==> src/rtl/frame_deserializer_if.sv <==
// Bus bundle for frame_deserializer: byte input side and parallel frame output side.
// The master modport is the link/consumer side, the slave modport is the deserializer.
interface frame_deserializer_if #(
   parameter int NUM_CHANNELS = 4
);

   logic [7:0]                  din;
   logic                        din_valid;
   logic [8*NUM_CHANNELS-1:0]   dout;
   logic                        dout_valid;
   logic                        frame_err;
   logic                        busy;
   logic [15:0]                 good_cnt;

   modport master (
      output din,
      output din_valid,
      input  dout,
      input  dout_valid,
      input  frame_err,
      input  busy,
      input  good_cnt
   );

   modport slave (
      input  din,
      input  din_valid,
      output dout,
      output dout_valid,
      output frame_err,
      output busy,
      output good_cnt
   );

endinterface

==> src/rtl/frame_deserializer.sv <==
// frame_deserializer: receive side of the 8-bit framed channel link.
// Frame format is HEADER, NUM_CHANNELS data bytes, FOOTER. The block hunts for
// HEADER, gathers the data bytes into a shadow buffer, checks FOOTER and then
// publishes the whole frame on dout with a one-cycle dout_valid strobe.
// Optional feature macro: FRAME_TIMEOUT_EN enables an idle-gap timeout of
// TIMEOUT_CYCLES cycles while a frame is in progress.
module frame_deserializer #(
   parameter logic [7:0] HEADER         = 8'hAA,
   parameter logic [7:0] FOOTER         = 8'hFF,
   parameter int         NUM_CHANNELS   = 4,
   parameter int         TIMEOUT_CYCLES = 256
) (
   input  logic                 clk,
   input  logic                 rst_n,
   frame_deserializer_if.slave  bus
);

   localparam int CW = $clog2(NUM_CHANNELS + 1);
   localparam int DW = 8 * NUM_CHANNELS;

   typedef enum logic [1:0] {
      ST_HUNT,
      ST_DATA,
      ST_FOOTER
   } state_t;

   // Reject parameter values that would give a meaningless frame or timeout.
   if (NUM_CHANNELS < 1 || TIMEOUT_CYCLES < 1) begin : g_param_check
      $error("frame_deserializer: NUM_CHANNELS and TIMEOUT_CYCLES must be >= 1");
   end

   state_t          state, state_n;
   logic [CW-1:0]   ch, ch_n;
   logic [DW-1:0]   shadow, shadow_n;
   logic [DW-1:0]   dout_n;
   logic            dout_valid_n;
   logic            frame_err_n;
   logic            busy_n;
   logic [15:0]     good_cnt_n;
   logic            timeout_hit;

`ifdef FRAME_TIMEOUT_EN
   localparam int GW = $clog2(TIMEOUT_CYCLES + 1);

   logic [GW-1:0]   gap_cnt;

   // The gap counter only advances on idle cycles inside a frame; any byte or a
   // return to HUNT clears it so each frame gets a fresh idle allowance.
   always_ff @(posedge clk or negedge rst_n) begin
      if (!rst_n) begin
         gap_cnt <= '0;
      end else if (state_n == ST_HUNT || bus.din_valid) begin
         gap_cnt <= '0;
      end else begin
         gap_cnt <= gap_cnt + GW'(1);
      end
   end

   // This idle cycle is the TIMEOUT_CYCLES-th consecutive one inside a frame.
   assign timeout_hit = (state != ST_HUNT) && !bus.din_valid &&
                        (gap_cnt == GW'(TIMEOUT_CYCLES - 1));
`else
   // Without the timeout a partial frame may wait forever for its next byte.
   assign timeout_hit = 1'b0;
`endif

   // State, buffer and every output are registered so downstream logic sees clean pulses.
   always_ff @(posedge clk or negedge rst_n) begin
      if (!rst_n) begin
         state          <= ST_HUNT;
         ch             <= '0;
         shadow         <= '0;
         bus.dout       <= '0;
         bus.dout_valid <= 1'b0;
         bus.frame_err  <= 1'b0;
         bus.busy       <= 1'b0;
         bus.good_cnt   <= '0;
      end else begin
         state          <= state_n;
         ch             <= ch_n;
         shadow         <= shadow_n;
         bus.dout       <= dout_n;
         bus.dout_valid <= dout_valid_n;
         bus.frame_err  <= frame_err_n;
         bus.busy       <= busy_n;
         bus.good_cnt   <= good_cnt_n;
      end
   end

   // Next-state and next-output decode; only valid bytes move the machine, idle cycles hold it.
   always_comb begin
      state_n      = state;
      ch_n         = ch;
      shadow_n     = shadow;
      dout_n       = bus.dout;
      dout_valid_n = 1'b0;
      frame_err_n  = 1'b0;
      good_cnt_n   = bus.good_cnt;

      if (bus.din_valid) begin
         case (state)
            ST_HUNT: begin
               if (bus.din == HEADER) begin
                  state_n = ST_DATA;
                  ch_n    = '0;
               end
            end

            ST_DATA: begin
               // Data bytes are stored as-is; HEADER/FOOTER values are legal payload.
               shadow_n[8*int'(ch) +: 8] = bus.din;
               ch_n = ch + CW'(1);
               if (ch == CW'(NUM_CHANNELS - 1)) begin
                  state_n = ST_FOOTER;
               end
            end

            ST_FOOTER: begin
               if (bus.din == FOOTER) begin
                  dout_n       = shadow;
                  dout_valid_n = 1'b1;
                  good_cnt_n   = bus.good_cnt + 16'd1;
                  state_n      = ST_HUNT;
               end else if (bus.din == HEADER) begin
                  // A header where the footer belongs most likely starts a new
                  // frame, so restart collection immediately instead of hunting.
                  frame_err_n = 1'b1;
                  state_n     = ST_DATA;
                  ch_n        = '0;
               end else begin
                  frame_err_n = 1'b1;
                  state_n     = ST_HUNT;
               end
            end

            default: begin
               state_n = ST_HUNT;
            end
         endcase
      end else if (timeout_hit) begin
         frame_err_n = 1'b1;
         state_n     = ST_HUNT;
         ch_n        = '0;
      end

      busy_n = (state_n != ST_HUNT);
   end

endmodule

==> src/flat_wrapper.sv <==
// flat-port wrapper written by rule: the top's interface ports become plain ports
module frame_deserializer_flat 
#(
   parameter logic [7:0] HEADER         = 8'hAA,
   parameter logic [7:0] FOOTER         = 8'hFF,
   parameter int         NUM_CHANNELS   = 4,
   parameter int         TIMEOUT_CYCLES = 256
)
  (clk, rst_n, bus_din, bus_din_valid, bus_dout, bus_dout_valid, bus_frame_err, bus_busy, bus_good_cnt);
  frame_deserializer_if #(.NUM_CHANNELS(NUM_CHANNELS)) bus_i ();
  input  logic clk;
  input  logic rst_n;
  input wire logic [$bits(bus_i.din)-1:0] bus_din;
  input wire logic [$bits(bus_i.din_valid)-1:0] bus_din_valid;
  output wire logic [$bits(bus_i.dout)-1:0] bus_dout;
  output wire logic [$bits(bus_i.dout_valid)-1:0] bus_dout_valid;
  output wire logic [$bits(bus_i.frame_err)-1:0] bus_frame_err;
  output wire logic [$bits(bus_i.busy)-1:0] bus_busy;
  output wire logic [$bits(bus_i.good_cnt)-1:0] bus_good_cnt;
  assign bus_i.din = bus_din;
  assign bus_i.din_valid = bus_din_valid;
  assign bus_dout = bus_i.dout;
  assign bus_dout_valid = bus_i.dout_valid;
  assign bus_frame_err = bus_i.frame_err;
  assign bus_busy = bus_i.busy;
  assign bus_good_cnt = bus_i.good_cnt;
  frame_deserializer #(.HEADER(HEADER), .FOOTER(FOOTER), .NUM_CHANNELS(NUM_CHANNELS), .TIMEOUT_CYCLES(TIMEOUT_CYCLES)) u_core (.clk(clk), .rst_n(rst_n), .bus(bus_i));
endmodule
==> config.mk <==
export PLATFORM = sky130hd
export DESIGN_NAME = frame_deserializer_flat
export DESIGN_NICKNAME = d
export VERILOG_FILES = /design/src/rtl/frame_deserializer_if.sv /design/src/rtl/frame_deserializer.sv /design/src/flat_wrapper.sv
export SDC_FILE = /design/constraint.sdc
export NUM_CORES = 1
export LEC_CHECK = 0
export CAP_MARGIN = 20
export CORE_AREA = 2 2 89 91
export CTS_BUF_LIST = sky130_fd_sc_hd__clkbuf_4
export CTS_CLUSTER_DIAMETER = 30
export DETAILED_ROUTE_END_ITERATION = 8
export DIE_AREA = 0 0 91 93
export PLACE_DENSITY = 0.74
export RECOVER_POWER = 50
export SLEW_MARGIN = 40
export SYNTH_ARGS = -nofsm -noshare
export SYNTH_HDL_FRONTEND = slang
export SYNTH_SLANG_ARGS = --single-unit
==> constraint.sdc <==
create_clock -name clk -period 2.4 [get_ports clk]
set_input_delay 0.24 -clock clk [delete_from_list [all_inputs] [get_ports clk]]
set_output_delay 0.24 -clock clk [all_outputs]
set_load 0.02 [all_outputs]
Yosys cells after proc, flatten, opt, wreduce, memory -nomap -nowiden
Index checks and enable logic that the tools add are counted.
{"block": "word_totals", "reg_bits": 88, "in_bits": 11, "output_inout_bits": 51, "word_cells": 41}
{"block": "op_classes", "n_addsub": 3, "n_eq_ne": 6, "shifts": 2, "muxes": 16, "reduce_logical": 6}
{"cell": "negation 6 -> 33 bit", "n": 1}
{"cell": "variable shift 8 x 33 -> 32 bit, first input constant", "n": 1}
{"cell": "indexed part select 8 x 33 -> 32 bit", "n": 1}
{"cell": "bitwise mux 32 bit", "n": 1}
{"cell": "adder 16 x 1 -> 16 bit, second input constant", "n": 1}
{"cell": "equality test 8 bit, second input constant", "n": 2}
{"cell": "one-hot mux 3 bit (3 select lines)", "n": 1}
{"cell": "two-way mux 2 bit", "n": 4}
{"cell": "two-way mux 1 bit", "n": 7}
{"cell": "two-way mux 3 bit", "n": 2}
{"cell": "one-hot mux 2 bit (3 select lines)", "n": 1}
{"cell": "AND reduction 3 bit", "n": 2}
{"cell": "adder 3 x 1 -> 3 bit, second input constant", "n": 1}
{"cell": "equality test 3 x 2 -> 1 bit, second input constant", "n": 1}
{"cell": "nonzero test 3 bit", "n": 1}
{"cell": "equality test 2 x 1 -> 1 bit, second input constant", "n": 1}
{"cell": "equality test 2 bit, second input constant", "n": 1}
{"cell": "zero test 2 bit", "n": 1}
{"cell": "inequality test 2 bit, second input constant", "n": 1}
{"cell": "AND reduction 2 bit", "n": 1}
{"cell": "nonzero test 2 bit", "n": 1}

Logic depth before layout (Yosys ltp)
{"block": "logic_depth", "ltp_word": 6, "depth_mapped": 7, "depth_no_buf": 6}

Least setup slack after synthesis
No wires, ideal clock.
{"block": "synth_timing", "path_type": "register to register", "startpoint": "register u_core.ch[0]", "endpoint": "register u_core.shadow[0]", "setup_time_ns": 0.125, "arrival_ns": 1.930, "required_ns": 2.275, "slack_ns": 0.346, "path_stages_with_launch": 7, "n_path_buf": 0, "synth_period_minus_slack_ns": 2.054, "cell_sequence": "dfrtp_1 -> inv_1 -> ha_1 -> ha_1 -> nor4b_1 -> nand3_1 -> mux2_2"}
{"block": "synth_via", "elab_chain_cells": 3, "word_cells_on_any_way": 4, "classes_between": "1 x add/sub; 2 x shift; 1 x mux"}
{"element": "start: declaration", "line_no": "frame_deserializer.sv:33", "source": "logic [CW-1:0] ch, ch_n;"}
{"element": "start signal: assignment", "line_no": "frame_deserializer.sv:80", "source": "ch <= ch_n;"}
{"element": "negation 6 -> 33 bit (*)", "line_no": "frame_deserializer.sv:111", "source": "shadow_n[8*int'(ch) +: 8] = bus.din;"}
{"element": "indexed part select 8 x 33 -> 32 bit or variable shift 8 x 33 -> 32 bit (tied branches)", "line_no": "frame_deserializer.sv:111"}
{"element": "bitwise mux 32 bit (*)", "line_no": "frame_deserializer.sv:111"}
{"element": "end signal: assignment", "line_no": "frame_deserializer.sv:81", "source": "shadow <= shadow_n;"}
{"element": "end: declaration", "line_no": "frame_deserializer.sv:34", "source": "logic [DW-1:0] shadow, shadow_n;"}
Every way passes the cells marked *; elsewhere a longest branch is shown, timed or not.
A chain may end at the register's enable or synchronous reset.

Worst setup path in the final report
{"block": "layout_timing", "startpoint": "register u_core.ch[1]", "endpoint": "register u_core.shadow[2]"}
The elaborated chain is that of the path after synthesis.

==> flow_metrics.env <==
export IMPL_hold_path_class="reg -> reg"
export IMPL_synth_area_mm2=0.00363
export IMPL_finalCriticalPeriod_ns=2.28
export IMPL_clock_path_buffers=2
export IMPL_cp_start_kind="flip-flop"
export IMPL_cts_tree="yes"
export IMPL_seqPwrFrac_pct=56.1
export IMPL_grt_antenna_before_repair=0
export IMPL_io_buffers=61
export IMPL_root_buffer="clkbuf_4"
export IMPL_post_route_util_pct=60.6
export IMPL_yosys_area_top_type="dfrtp_1"
export IMPL_cp_required_ns=2.72
export IMPL_crit_arrival_ns=2.60
export IMPL_reg2reg_depth=6
export IMPL_synth_most_common_cell="dfrtp_1"
export IMPL_dr_pass1_iters=4
export IMPL_areaGrowthSynthToFinish_pct=25.6
export IMPL_synth_edf_count=0
export IMPL_place_area_mm2=0.00446
export IMPL_setup_ws_ns=0.117
export IMPL_h_tree_depth=3
export IMPL_synth_avg_cell_area_um2=13.0
export IMPL_start_util_pct=48.3
export IMPL_synthArstFlopShare_pct=100
export IMPL_die_y_um=93
export IMPL_dp_cells=449
export IMPL_viasPerCell=5.20
export IMPL_path_clk_slew_ns=0.12
export IMPL_totalPowerFinal_mw=2.88
export IMPL_diodes=0
export IMPL_fill_cells=640
export IMPL_routed_wl_mm=7.29
export IMPL_gp_congestion=0.852
export IMPL_status="finished, final reports clean"
export IMPL_grt_max_degree=47
export IMPL_post_drt_wl_per_cell_um=15.6
export IMPL_pre_cts_ws_ns=0.169
export IMPL_end_kind="flip-flop"
export IMPL_p_switching_uw=804
export IMPL_fmax_ghz=0.438
export IMPL_hold_path_depth=1
export IMPL_cts_made_buffers=9
export IMPL_seq_area_frac_synth_pct=60.6
export IMPL_synth_commonest_cells="dfrtp_1, mux2_2, nand2_1"
export IMPL_rows=32
export IMPL_multi_input_area_mm2=0.00134
export IMPL_tns_ns=0
export IMPL_syn_num_nets=298
export IMPL_power_leakage_nw=2.14
export IMPL_design_core_area_mm2=0.00753
export IMPL_final_cells=466
export IMPL_crit_path_max_fanout=8
export IMPL_rsz0062_at_grt="false"
export IMPL_drcViolationCount=0
export IMPL_ir_drop_mv=0.403
export IMPL_drive_above_1_share_pct=20.9
export IMPL_slew_headroom_pct=30.3
export IMPL_synth_cell_type_count=35
export IMPL_clockPowerShare_pct=27.8
export IMPL_ys_seq_elements=88
export IMPL_num_io_pins=62
export IMPL_internal_power_mw=2.08
export IMPL_swShare_pct=27.9
export IMPL_criticalPathCategory="reg -> reg"
export IMPL_yosys_warnings=0
export IMPL_tightest_slew_ns=1.05
export IMPL_ff_latch_area_mm2=0.00220
export IMPL_vias=2424
export IMPL_track_usage_pct=18.2
export IMPL_worstSkewPairLatency_ns=0.43
export IMPL_fin_area_mm2=0.00456
export IMPL_hold_viol_final=0
export IMPL_synthFlopType="dfrtp_1"
export IMPL_die_area_mm2=0.00846
export IMPL_nets=377
export IMPL_skew_ns=0.0139
export IMPL_netlist_instances=280
export IMPL_dp_hpwl_mm=5.19
export IMPL_first_global_vias=2328
export IMPL_grt_pass1_wl_mm=11.9
export IMPL_die_w_um=91
export IMPL_cts_setup_buffers=0
export IMPL_power_density_mw_per_mm2=632
export IMPL_setup_violations=0
export IMPL_maxSlewViolCount=0
export IMPL_postRouteAntennaNets=0
export IMPL_initialDrtViolationCount=149
export IMPL_max_cap_violations=0
export IMPL_clock_sinks=88
export IMPL_pwr_share_comb_pct=16.1
export IMPL_synth_area_leaders="dfrtp_1, mux2_2, nand2_1"
export IMPL_whs_ns=0.479
export IMPL_grt_ovfl_total=0
export IMPL_synthDominantCellAreaShare_pct=60.6
export IMPL_post_route_period_util_pct=95.1
## layout by cell type, fill, tap and decap left out, types with 7 or more instances in the layout
cell and instances:
ha_1 7, nand3_1 7, clkdlybuf4s50_1 54, dlygate4sd3_1 7
xnor2_1 10, clkbuf_4 11, inv_1 7, mux2_2 42
nand2_1 38, a22o_1 10, nand4_1 8, o21ai_0 20
dfrtp_1 88, buf_4 10
## power groups by stage
| stage | sequential [mW] | clock (mW) | combinational (mW) |
|---|---|---|---|
| floorplan | 1.64 | 0 | 0.306 |
| CTS | 1.61 | 0.822 | 0.485 |
| global route | 1.63 | 0.888 | 0.517 |
| global placement | 1.64 | 0 | 0.469 |
| detailed placement | 1.64 | 0 | 0.480 |
| finish | 1.62 | 0.802 | 0.464 |
## registers in the layout (all words and copies together) (netlist names)
register,cells
u_core.bus.dout,32
u_core.shadow,32
u_core.bus.frame_err,1
u_core.bus.good_cnt,16
u_core.bus.dout_valid,1
u_core.bus.busy,1
u_core.state,2
u_core.ch,3
## layer usage
layer / part of all wire [%] / track usage [%]
met5: 0 / 0
met4: 1.6 / 7.20
met3: 4.2 / 3.46
met2: 46 / 27.4
met1: 48 / 26.3
## layout make-up
type	instances	share of cell area, %
Clock inverter	6	1.32
Inverter	7	0.576
Sequential cell	88	48.3
Clock buffer	10	1.65
Multi-Input combinational cell	176	29.4
Tap cell	102	2.80
Timing Repair Buffer	77	16.0
## cells by family after synthesis
group,after synthesis,synth area share (%)
muxes,42,13.0
AOI/OAI and AO/OA,34,5.92
DFF,88,60.6
xor gates and xnor gates,15,3.82
and+or+nand+nor,78,11.7
adders and majority gates,7,2.41
buffers and inverters,16,2.48
## critical path, cell delays in order, from the launching register on
cell and delay, ns:
dfrtp_1 0.44, inv_1 0.10, ha_1 0.19, ha_1 0.35, nor4b_1 0.27, nand3_1 0.42, mux2_2 0.41
## path summary, 6_finish.rpt
| check | from | to | slack [ns] |
|---|---|---|---|
| min in group asynchronous | rst_n | u_core.bus.dout_valid | 0.52 |
| max in group asynchronous | rst_n | u_core.state[0] | 0.60 |
| min reg2reg | u_core.bus.good_cnt[15] | u_core.bus.good_cnt[15] | 0.48 |
| max reg2reg | u_core.ch[1] | u_core.shadow[2] | 0.12 |
| min | u_core.bus.good_cnt[15] | u_core.bus.good_cnt[15] | 0.48 |
| max | u_core.ch[1] | u_core.shadow[2] | 0.12 |
## timing repair
item	in CTS	in global routing
hold buffers	1	0
gates resized for setup	0	0
endpoints found under the hold margin	42	0
(Power assumes the default switching activity.)
